==> config.mk <==
export PLATFORM = sky130hd
export DESIGN_NAME = conv_window_feeder
export DESIGN_NICKNAME = d
export VERILOG_FILES = /design/src/rtl/conv_pkg.sv /design/src/rtl/line_buffer.sv /design/src/rtl/conv_window_feeder.sv
export SDC_FILE = /design/constraint.sdc
export NUM_CORES = 1
export LEC_CHECK = 0
export CAP_MARGIN = 20
export CORE_ASPECT_RATIO = 0.75
export CORE_MARGIN = 8
export CORE_UTILIZATION = 30
export CTS_BUF_LIST = sky130_fd_sc_hd__clkbuf_8
export CTS_CLUSTER_SIZE = 30
export DETAILED_ROUTE_END_ITERATION = 8
export SLEW_MARGIN = 10
export SYNTH_ARGS = -nofsm -noshare
export SYNTH_HDL_FRONTEND = slang
export SYNTH_HIERARCHICAL = 1
export SYNTH_SLANG_ARGS = --single-unit
==> constraint.sdc <==
create_clock -name clk -period 9.1 [get_ports clk]
set_clock_uncertainty 0.15 [all_clocks]
set_input_delay 1.82 -clock clk [delete_from_list [all_inputs] [get_ports clk]]
set_output_delay 1.82 -clock clk [all_outputs]
set_load 0.1 [all_outputs]
==> src/rtl/conv_pkg.sv <==
`default_nettype none
// ============================================================================
// Module   : conv_pkg
// Brief    : Shared widths and window-feeder state encoding for the conv path.
// Revision : 1.0
// ============================================================================
package conv_pkg;

  localparam int CONV_DATA_W  = 8;
  localparam int CONV_VEC_LEN = 9;

  localparam int ST_W = 2;
  localparam logic [ST_W-1:0] ST_IDLE   = 2'd0;
  localparam logic [ST_W-1:0] ST_KLOAD  = 2'd1;
  localparam logic [ST_W-1:0] ST_READY  = 2'd2;
  localparam logic [ST_W-1:0] ST_STREAM = 2'd3;

endpackage
`default_nettype wire

==> src/rtl/line_buffer.sv <==
`default_nettype none
// ============================================================================
// Module   : line_buffer
// Brief    : One-row pixel delay addressed by column; read-before-write.
// Revision : 1.0
// ============================================================================
module line_buffer
  import conv_pkg::*;
#(
  parameter int DATA_W = CONV_DATA_W,
  parameter int DEPTH  = 28,
  localparam int ADDR_W = $clog2(DEPTH)
) (
  input  logic              clk,
  input  logic              wr_en,
  input  logic [ADDR_W-1:0] addr,
  input  logic [DATA_W-1:0] din,
  output logic [DATA_W-1:0] dout
);

  // Contents are not reset: every entry is rewritten a full row before it is used.
  logic [DATA_W-1:0] r_mem [DEPTH];

  always_ff @(posedge clk) begin
    if (wr_en) begin
      r_mem[addr] <= din;
    end
  end

  assign dout = r_mem[addr];

endmodule
`default_nettype wire

==> src/rtl/conv_window_feeder.sv <==
`default_nettype none
// ============================================================================
// Module   : conv_window_feeder
// Brief    : Loads a 3x3 kernel, then streams a raster frame into 3x3 windows.
// Revision : 1.0
// ============================================================================
module conv_window_feeder
  import conv_pkg::*;
#(
  parameter int DATA_W = CONV_DATA_W,
  parameter int IMG_W  = 28,
  parameter int IMG_H  = 28,
  localparam int VEC_LEN = CONV_VEC_LEN
) (
  input  logic                      clk,
  input  logic                      rst,
  input  logic                      ker_wr,
  input  logic [DATA_W-1:0]         ker_data,
  input  logic                      pix_valid,
  input  logic [DATA_W-1:0]         pix_in,
  output logic                      pix_ready,
  output logic [DATA_W*VEC_LEN-1:0] img_vec,
  output logic [DATA_W*VEC_LEN-1:0] ker_vec,
  output logic                      valid_out,
  output logic                      frame_done
);

  localparam int COL_W = $clog2(IMG_W);
  localparam int ROW_W = $clog2(IMG_H);
  localparam logic [COL_W-1:0] c_col_last = COL_W'(IMG_W - 1);
  localparam logic [ROW_W-1:0] c_row_last = ROW_W'(IMG_H - 1);

  logic [ST_W-1:0]              r_state;
  logic [ST_W-1:0]              w_state_nxt;
  logic [3:0]                   r_ker_cnt;
  logic [DATA_W*VEC_LEN-1:0]    r_ker_vec;
  logic [DATA_W*VEC_LEN-1:0]    r_img_vec;
  logic [DATA_W*VEC_LEN-1:0]    w_win;
  logic [COL_W-1:0]             r_col;
  logic [ROW_W-1:0]             r_row;
  logic                         r_valid_out;
  logic                         r_frame_done;
  logic                         w_accept;
  logic                         w_last_pix;
  logic                         w_win_hit;
  logic [DATA_W-1:0]            w_row1_pix;
  logic [DATA_W-1:0]            w_row2_pix;
  logic [2:0][DATA_W-1:0]       w_fresh;
  logic [2:0][1:0][DATA_W-1:0]  r_hist;

  always_ff @(posedge clk or posedge rst) begin
    if (rst) begin
      r_state <= ST_IDLE;
    end else begin
      r_state <= w_state_nxt;
    end
  end

  always_comb begin
    w_state_nxt = r_state;
    case (r_state)
      ST_IDLE:   if (ker_wr) w_state_nxt = ST_KLOAD;
      ST_KLOAD:  if (ker_wr && (r_ker_cnt == 4'(VEC_LEN - 1))) w_state_nxt = ST_READY;
      ST_READY: begin
        if (ker_wr) begin
          w_state_nxt = ST_KLOAD;
        end else if (w_accept) begin
          w_state_nxt = ST_STREAM;
        end
      end
      ST_STREAM: if (w_accept && w_last_pix) w_state_nxt = ST_READY;
      default:   w_state_nxt = ST_IDLE;
    endcase
  end

  // A kernel reload requested in READY wins over a pixel offered that cycle.
  always_comb begin
    pix_ready = 1'b0;
    case (r_state)
      ST_READY:  pix_ready = !ker_wr;
      ST_STREAM: pix_ready = 1'b1;
      default:   pix_ready = 1'b0;
    endcase
  end

  assign w_accept   = pix_valid && pix_ready;
  assign w_last_pix = (r_row == c_row_last) && (r_col == c_col_last);
  assign w_win_hit  = w_accept && (r_row >= ROW_W'(2)) && (r_col >= COL_W'(2));

  always_ff @(posedge clk or posedge rst) begin
    if (rst) begin
      r_ker_cnt <= '0;
      r_ker_vec <= '0;
    end else if (ker_wr) begin
      if ((r_state == ST_IDLE) || (r_state == ST_READY)) begin
        r_ker_vec[DATA_W-1:0] <= ker_data;
        r_ker_cnt             <= 4'd1;
      end else if (r_state == ST_KLOAD) begin
        for (int i = 0; i < VEC_LEN; i++) begin
          if (r_ker_cnt == 4'(i)) begin
            r_ker_vec[i*DATA_W +: DATA_W] <= ker_data;
          end
        end
        r_ker_cnt <= r_ker_cnt + 4'd1;
      end
    end
  end

  line_buffer #(
    .DATA_W (DATA_W),
    .DEPTH  (IMG_W)
  ) u_lb_row1 (
    .clk   (clk),
    .wr_en (w_accept),
    .addr  (r_col),
    .din   (pix_in),
    .dout  (w_row1_pix)
  );

  line_buffer #(
    .DATA_W (DATA_W),
    .DEPTH  (IMG_W)
  ) u_lb_row2 (
    .clk   (clk),
    .wr_en (w_accept),
    .addr  (r_col),
    .din   (w_row1_pix),
    .dout  (w_row2_pix)
  );

  // Column c of rows r-2, r-1, r arriving with the accepted pixel.
  assign w_fresh[0] = w_row2_pix;
  assign w_fresh[1] = w_row1_pix;
  assign w_fresh[2] = pix_in;

  always_comb begin
    w_win = '0;
    for (int ro = 0; ro < 3; ro++) begin
      w_win[(ro*3 + 0)*DATA_W +: DATA_W] = r_hist[ro][0];
      w_win[(ro*3 + 1)*DATA_W +: DATA_W] = r_hist[ro][1];
      w_win[(ro*3 + 2)*DATA_W +: DATA_W] = w_fresh[ro];
    end
  end

  always_ff @(posedge clk or posedge rst) begin
    if (rst) begin
      r_row        <= '0;
      r_col        <= '0;
      r_hist       <= '0;
      r_img_vec    <= '0;
      r_valid_out  <= 1'b0;
      r_frame_done <= 1'b0;
    end else begin
      r_valid_out  <= w_win_hit;
      r_frame_done <= w_win_hit && w_last_pix;
      if (w_win_hit) begin
        r_img_vec <= w_win;
      end
      if (w_accept) begin
        for (int ro = 0; ro < 3; ro++) begin
          r_hist[ro][0] <= r_hist[ro][1];
          r_hist[ro][1] <= w_fresh[ro];
        end
        if (r_col == c_col_last) begin
          r_col <= '0;
          r_row <= (r_row == c_row_last) ? '0 : r_row + ROW_W'(1);
        end else begin
          r_col <= r_col + COL_W'(1);
        end
      end
    end
  end

  assign img_vec    = r_img_vec;
  assign ker_vec    = r_ker_vec;
  assign valid_out  = r_valid_out;
  assign frame_done = r_frame_done;

endmodule
`default_nettype wire

==> flow_metrics.py, run 1 <==
metrics = {
    "outcome": {
        "status": "completed",
    },
    "clocking": {
        "cts_tree": "yes",
        "clockBufferDepth": 3,
        "clkLatencyLatePin_ps": 720,
        "cts_made_buffers": 97,
        "htree_levels": 3,
        "clkSinkCount": 658,
        "cts_resized": 0,
        "ctsHoldBuffers": 0,
        "path_clk_slew_ps": 60,
        "cts_setup_buffers": 0,
        "cts-root-buf": "clkbuf_8",
    },
    "global_route": {
        "antenna_found_initial": 2,
        "grt_max_degree": 156,
        "grt_first_pass_wirelength_um": 96200,
        "grt_pass1_vias": 14900,
        "grt_usage_pct": 12.9,
        "grt-ovfl-total": 0,
    },
    "final_layout": {
        "antenna_cells": 0,
        "fillers": 8075,
        "area_growth_pct": 18.3,
        "stdcell_count": 2968,
        "fin_nets": 1780,
        "layout-drive-gt1-share_pct": 21.2,
    },
    "yosys": {
        "yosys.area.top_type": "edfxtp_1",
        "synth_edf_count": 448,
        "avgSynthCellArea_um2": 17.0,
        "yosys.area.top_type_share_pct": 52.0,
        "syn_inst": 1524,
        "yosysWarnings": 6,
        "yosysMostFrequentCell": "edfxtp_1",
        "async_reset_ff_share_pct": 31.9,
        "netlist_top_cells_area": "edfxtp_1 (52%), dfrtp_1 (20%), mux2_2 (6.2%)",
        "synth_ff_type": "edfxtp_1",
        "synth_nets": 1552,
        "synth_seq_area_share_pct": 72.3,
        "synth-seq-cells": 658,
        "syn_area_mm2": 0.0259,
        "synth_common_cells": "edfxtp_1 (448), dfrtp_1 (210), nand2_1 (200), mux2_2 (142), mux2i_1 (88)",
        "yosysUniqueCellTypes": 52,
    },
    "worst_setup_path": {
        "r2r-end": "u_lb_row1/r_mem[7][0]$_DFFE_PP_",
        "worstRegToRegCells": 3,
        "path_delay_family": "buffers and inverters",
        "path_max_fanout": 13,
        "path_buf_inv": 2,
        "cp_slowest_cell": "clkdlybuf4s50_1",
        "regToRegSetupSlack_ps": 5200,
        "crit_path_max_incr_delay_ps": 1140,
        "worst-setup-path-type": "in2out",
        "cpMostUsedCell": "clkdlybuf4s50_1",
        "endpoint_kind": "primary output",
        "rr_startpoint": "r_col[0]$_DFFE_PP0P_",
        "cp_cell_sequence": "clkdlybuf4s50_1, nand2b_1, and2_1, clkdlybuf4s50_1",
        "arrival_ps": 3970,
        "worstPathRequired_ps": 7130,
        "worstSetupStartpointType": "input pin",
    },
    "timing": {
        "finalSetupViolations": 0,
        "period_needed_ps": 5940,
        "worst_slack_ps": 3160,
        "grt_setup_unrepaired": "no",
        "finalSetupTns_ps": 0,
        "tightest_slew_ps": 1100,
        "hold_violations": 0,
        "post-route-period-util_pct": 65.3,
        "maxSlewViolCount": 0,
        "slew_headroom_pct": 26.3,
        "fin_hold_ws_ps": 318,
        "fmax_ghz": 0.168,
    },
    "routing": {
        "drt-initial-drc-count": 1556,
        "vias": 14500,
        "via_per_inst": 4.89,
        "postRouteAntennaNets": 0,
        "wl_per_cell_um": 21.4,
        "wl_um": 63400,
        "first_pass_iters": 5,
        "drc": 0,
    },
    "power_and_ir_drop": {
        "p_leak_nw": 11.4,
        "powerDensity_mw_per_mm2": 356,
        "power_switching_mw": 4.70,
        "power.internal_mw": 6.21,
        "seqPwrFrac_pct": 39.0,
        "pwr-share-clk_pct": 20.4,
        "peakVddDrop_mv": 0.210,
        "swShare_pct": 43.1,
        "combPwrFrac_pct": 40.6,
    },
    "floorplan": {
        "die_h_um": 270,
        "boundaryPins": 167,
        "core_mm2": 0.0856,
        "num_rows": 93,
        "fp.dieW_um": 355,
        "initial_core_util_pct": 30.2,
        "design.die.area_mm2": 0.0961,
    },
    "worst_hold_path": {
        "worstHoldPathCells": 2,
        "min_to": "r_hist[16]$_DFFE_PP0P_",
        "min_from": "r_hist[16]$_DFFE_PP0P_",
        "holdCritPathClass": "reg2reg",
    },
    "placed_design": {
        "gp_congestion": 0.817,
        "dp_cells": 2782,
        "port_buffers": 166,
        "dp_slack_ps": 2700,
        "dp_hpwl_um": 39500,
    },
    "run": {
        "cap_violations": 0,
    },
}
[power by group through the flow]
stage	Clock, mW	Combinational (mW)	Sequential [mW]
after floorplan	0	1.57	5.84
after global placement	0	4.42	4.31
final	2.23	4.42	4.26
after CTS	2.30	4.46	4.26
after detailed placement	0	4.46	4.32
after global routing	2.44	4.65	4.31
[flip-flops by register name, indices dropped and copies added, names as in the netlist]
register,count
r_ker_cnt,4
r_state,2
u_lb_row2/r_mem,224
img_vec,72
r_row,5
frame_done,1
ker_vec,72
u_lb_row1/r_mem,224
r_col,5
r_hist,48
valid_out,1
[stage by stage]
step                      instance area (um2)  util, %  total power, mW
after floorplan                         25900        -             7.41
after global placement                  28700     33.6             8.73
after detailed placement                28800     33.6             8.78
after CTS                               30500     35.7             11.0
after global routing                    30600     35.8             11.4
final                                   30600     35.8             10.9
[per-layer routing]
metal	share of wire (%)	global-route usage [%]
met5	0	0
met3	8.2	3.32
met2	43	18.2
met1	47	19.5
met4	1.9	3.26
[worst register-to-register path, delay by kind of cell, from the launching register on]
kind	cells	cell delay [ps]
buffers and inverters	1	840
and+or+nand+nor	2	1740
DFF	1	790
[cell type report]
class / instances / area [um2] / share of cell area [%]
multi-input cells: 777 / 6680 / 21.8
well taps: 1140 / 1430 / 4.66
clock buffers: 101 / 1390 / 4.54
inverters: 14 / 60.1 / 0.196
flip-flops and latches: 658 / 18700 / 61.1
repair buffers: 204 / 1960 / 6.41
clock inverters: 74 / 404 / 1.32
[cell families (layout without fill, tap and decap cells)]
| family | Yosys count | count (layout) | synth area share (%) |
|---|---|---|---|
| fa+ha+maj | 8 | 8 | 0.387 |
| simple gates | 374 | 374 | 6.98 |
| compound gates | 88 | 88 | 2.40 |
| mux | 307 | 307 | 16.0 |
| buf+inv | 89 | 393 | 1.97 |
| flops | 658 | 658 | 72.3 |
[placed cells by master (no fill, tap or decap), drive strengths merged, types with 3 or more instances in the layout]
| cell type | netlist | routed |
|---|---|---|
| clkinvlp | 0 | 3 |
| nand2b | 4 | 4 |
| mux2i | 88 | 88 |
| ha | 8 | 8 |
| nand3 | 8 | 8 |
| and2 | 10 | 10 |
| nor3 | 22 | 22 |
| a221oi | 12 | 12 |
| a31oi | 3 | 3 |
| or3 | 5 | 5 |
| edfxtp | 448 | 448 |
| clkinv | 0 | 26 |
| o21ai | 27 | 27 |
| nand3b | 8 | 8 |
| clkdlybuf4s50 | 0 | 166 |
| mux2 | 151 | 151 |
| o22ai | 6 | 6 |
| clkbuf | 19 | 103 |
| dfrtp | 210 | 210 |
| a21oi | 3 | 3 |
| nor2 | 51 | 51 |
| mux4 | 68 | 68 |
| nand2 | 200 | 200 |
| nor2b | 18 | 18 |
| a22oi | 24 | 24 |
| or3b | 6 | 6 |
| nand4 | 26 | 26 |
| buf | 56 | 36 |
| inv | 14 | 57 |
| nor3b | 5 | 5 |
| nor4b | 3 | 3 |
[worst max-delay path by stage]
stage	startpoint	endpoint	slack [ps]	cells after the start
2_1_floorplan	rst	frame_done$_DFF_PP0_	1390	1
3_3_place_gp	ker_wr	u_lb_row2/r_mem[25][5]$_DFFE_PP_	2890	7
3_5_place_dp	ker_wr	u_lb_row1/r_mem[27][6]$_DFFE_PP_	2700	7
4_1_cts	ker_wr	pix_ready	3160	4
5_1_grt	ker_wr	pix_ready	3090	4
6_report	ker_wr	pix_ready	3160	4
No activity file was read; power rests on OpenSTA's default activity.
==> run 2: changes to the inputs <==
Clock period 9.1 ns to 5.2 ns, I/O delays scaled along.
==> run 2 against run 1 <==
  * Global-route usage is 0.39 points lower
  * Clock power is 80% higher
  * Count of clock-buffer cells in the layout is 2 higher
  * Sequential share of layout area is 0.40 points lower
  * Power is 76% higher
  * Routed wire length is 3.1% lower
  * Setup slack worse by 1700 ps
  * Combinational power is 74% higher
  * Sequential power is 77% higher
==> flow_metrics.py, run 2 (synthesis results as in run 1) <==
metrics = {
    "final_layout": {
        "fin_nets": 1795,
        "final_common_cell": "edfxtp_1",
        "layout-drive-gt1-share_pct": 22.7,
        "antenna_cells": 0,
        "layout_common_cells": "edfxtp_1 (448), dfrtp_1 (207), nand2_1 (200)",
        "largest_registers": "u_lb_row1/r_mem (224), u_lb_row2/r_mem (224)",
        "area_growth_pct": 19.1,
    },
    "clocking": {
        "htree_levels": 3,
        "path_clk_slew_ps": 70,
        "cts_resized": 0,
        "cts-root-buf": "clkbuf_8",
        "ctsHoldBuffers": 0,
        "cts_setup_buffers": 0,
        "cts_made_buffers": 96,
        "clockBufferDepth": 3,
        "cts_tree": "yes",
        "clkLatencyLatePin_ps": 710,
        "clkSinkCount": 658,
    },
    "worst_setup_path": {
        "worstPathRequired_ps": 5470,
        "arrival_ps": 4010,
        "cp_slowest_cell": "dfrtp_4",
        "path_buf_inv": 2,
        "worstSetupStartpointType": "flop",
        "endpoint_kind": "flop",
        "path_max_fanout": 46,
        "path_delay_family": "flip-flops",
        "crit_path_max_incr_delay_ps": 950,
        "worst-setup-path-type": "reg2reg",
        "cp_cell_sequence": "buf_12, mux2i_1, a221oi_1, o21ai_1, nand4_1, buf_4",
    },
    "timing": {
        "tightest_slew_ps": 1150,
        "grt_setup_unrepaired": "no",
        "finalSetupTns_ps": 0,
        "maxSlewViolCount": 0,
        "fmax_ghz": 0.267,
        "finalSetupViolations": 0,
        "post-route-period-util_pct": 72.0,
        "hold_violations": 0,
        "period_needed_ps": 3740,
        "slew_headroom_pct": 23.3,
    },
    "routing": {
        "drt-initial-drc-count": 1124,
        "via_per_inst": 4.80,
        "drc": 0,
        "postRouteAntennaNets": 0,
        "wl_um": 61500,
        "wl_per_cell_um": 20.6,
        "vias": 14300,
        "first_pass_iters": 5,
    },
    "worst_hold_path": {
        "holdCritPathClass": "reg2reg",
    },
    "placed_design": {
        "dp_hpwl_um": 39600,
        "port_buffers": 166,
        "gp_congestion": 0.830,
    },
    "global_route": {
        "antenna_found_initial": 0,
        "grt_max_degree": 104,
        "grt-ovfl-total": 0,
        "grt_first_pass_wirelength_um": 93700,
        "grt_pass1_vias": 14800,
        "grt_usage_pct": 12.5,
    },
    "run": {
        "cap_violations": 0,
    },
    "floorplan": {
        "boundaryPins": 167,
        "initial_core_util_pct": 30.2,
        "num_rows": 93,
        "core_mm2": 0.0856,
        "design.die.area_mm2": 0.0961,
        "die_h_um": 270,
        "fp.dieW_um": 355,
    },
    "power_and_ir_drop": {
        "p_leak_nw": 11.5,
        "peakVddDrop_mv": 0.360,
        "powerDensity_mw_per_mm2": 624,
        "report.power.total_mw": 19.2,
    },
    "outcome": {
        "status": "completed",
    },
}
[run 2: changes by cell type in the layout (fill, tap and decap cells not counted), moves of 2 or more]
cell	before	now
inv_1	50	40
clkbuf_8	101	103
buf_12	1	3
inv_6	0	2
inv_12	2	0
inv_8	3	1
buf_2	7	1
clkdlybuf4s50_1	166	164
bufinv_16	2	4
clkinv_2	5	17
buf_4	26	51
[run 2: final timing paths]
path / from / endpoint / slack, ps / cells after the start
worst max-delay path: r_col[1]$_DFFE_PP0P_ / u_lb_row2/r_mem[17][3]$_DFFE_PP_ / 1460 / 6
worst min-delay path: r_hist[37]$_DFFE_PP0P_ / r_hist[37]$_DFFE_PP0P_ / 320 / 2
max in group asynchronous: rst / ker_vec[22]$_DFFE_PP0P_ / 3270 / 3
min in group asynchronous: rst / ker_vec[37]$_DFFE_PP0P_ / 620 / 2
worst min register to register: r_hist[37]$_DFFE_PP0P_ / r_hist[37]$_DFFE_PP0P_ / 320 / 2
worst max register to register: r_col[1]$_DFFE_PP0P_ / u_lb_row2/r_mem[17][3]$_DFFE_PP_ / 1460 / 6
[run 2: report_power, final]
group	internal (mW)	leakage, nW	switching [mW]
sequential	6.88	6.79	0.652
combinational	2.13	3.60	5.55
clock	2.05	1.07	1.97
total	11.1	11.5	8.18
[run 2: through the flow]
| step | hold WS [ps] | instances | utilization, % | area, um2 | worst slack [ps] |
|---|---|---|---|---|---|
| finish | 322 | 2988 | 36.0 | 30800 | 1460 |
| global route | 344 | 2988 | 36.0 | 30800 | 1150 |
| CTS | 326 | 2987 | 36.0 | 30800 | 1460 |
| detailed placement | 311 | 2808 | 33.8 | 29000 | 744 |
| global placement | 307 | 2808 | 33.8 | 29000 | 890 |
| floorplan | 292 | 1524 | - | 25900 | 1280 |
[run 2: layout make-up]
class | instances | area [um2]
Timing Repair Buffer | 220 | 2090
Clock buffer | 103 | 1420
Sequential cell | 658 | 18700
Fill cell | 8081 | 54800
Inverter | 14 | 56.3
Multi-Input combinational cell | 777 | 6680
Clock inverter | 76 | 450
Tap cell | 1140 | 1430
[run 2: routing by layer]
metal	wire length, um	GRT usage (%)	vias up
met5	0	0.461	-
met4	1310	3.42	0
met3	4270	3.01	108
met2	26600	18.2	521
met1	29200	18.4	7415
li1	-	-	6297
[run 2: worst reg2reg max path, cell delays in order, from the launching register on]
cell      delay [ps]
dfrtp_4          950
buf_12           340
mux2i_1          320
a221oi_1         130
o21ai_1          190
nand4_1          860
buf_4            530
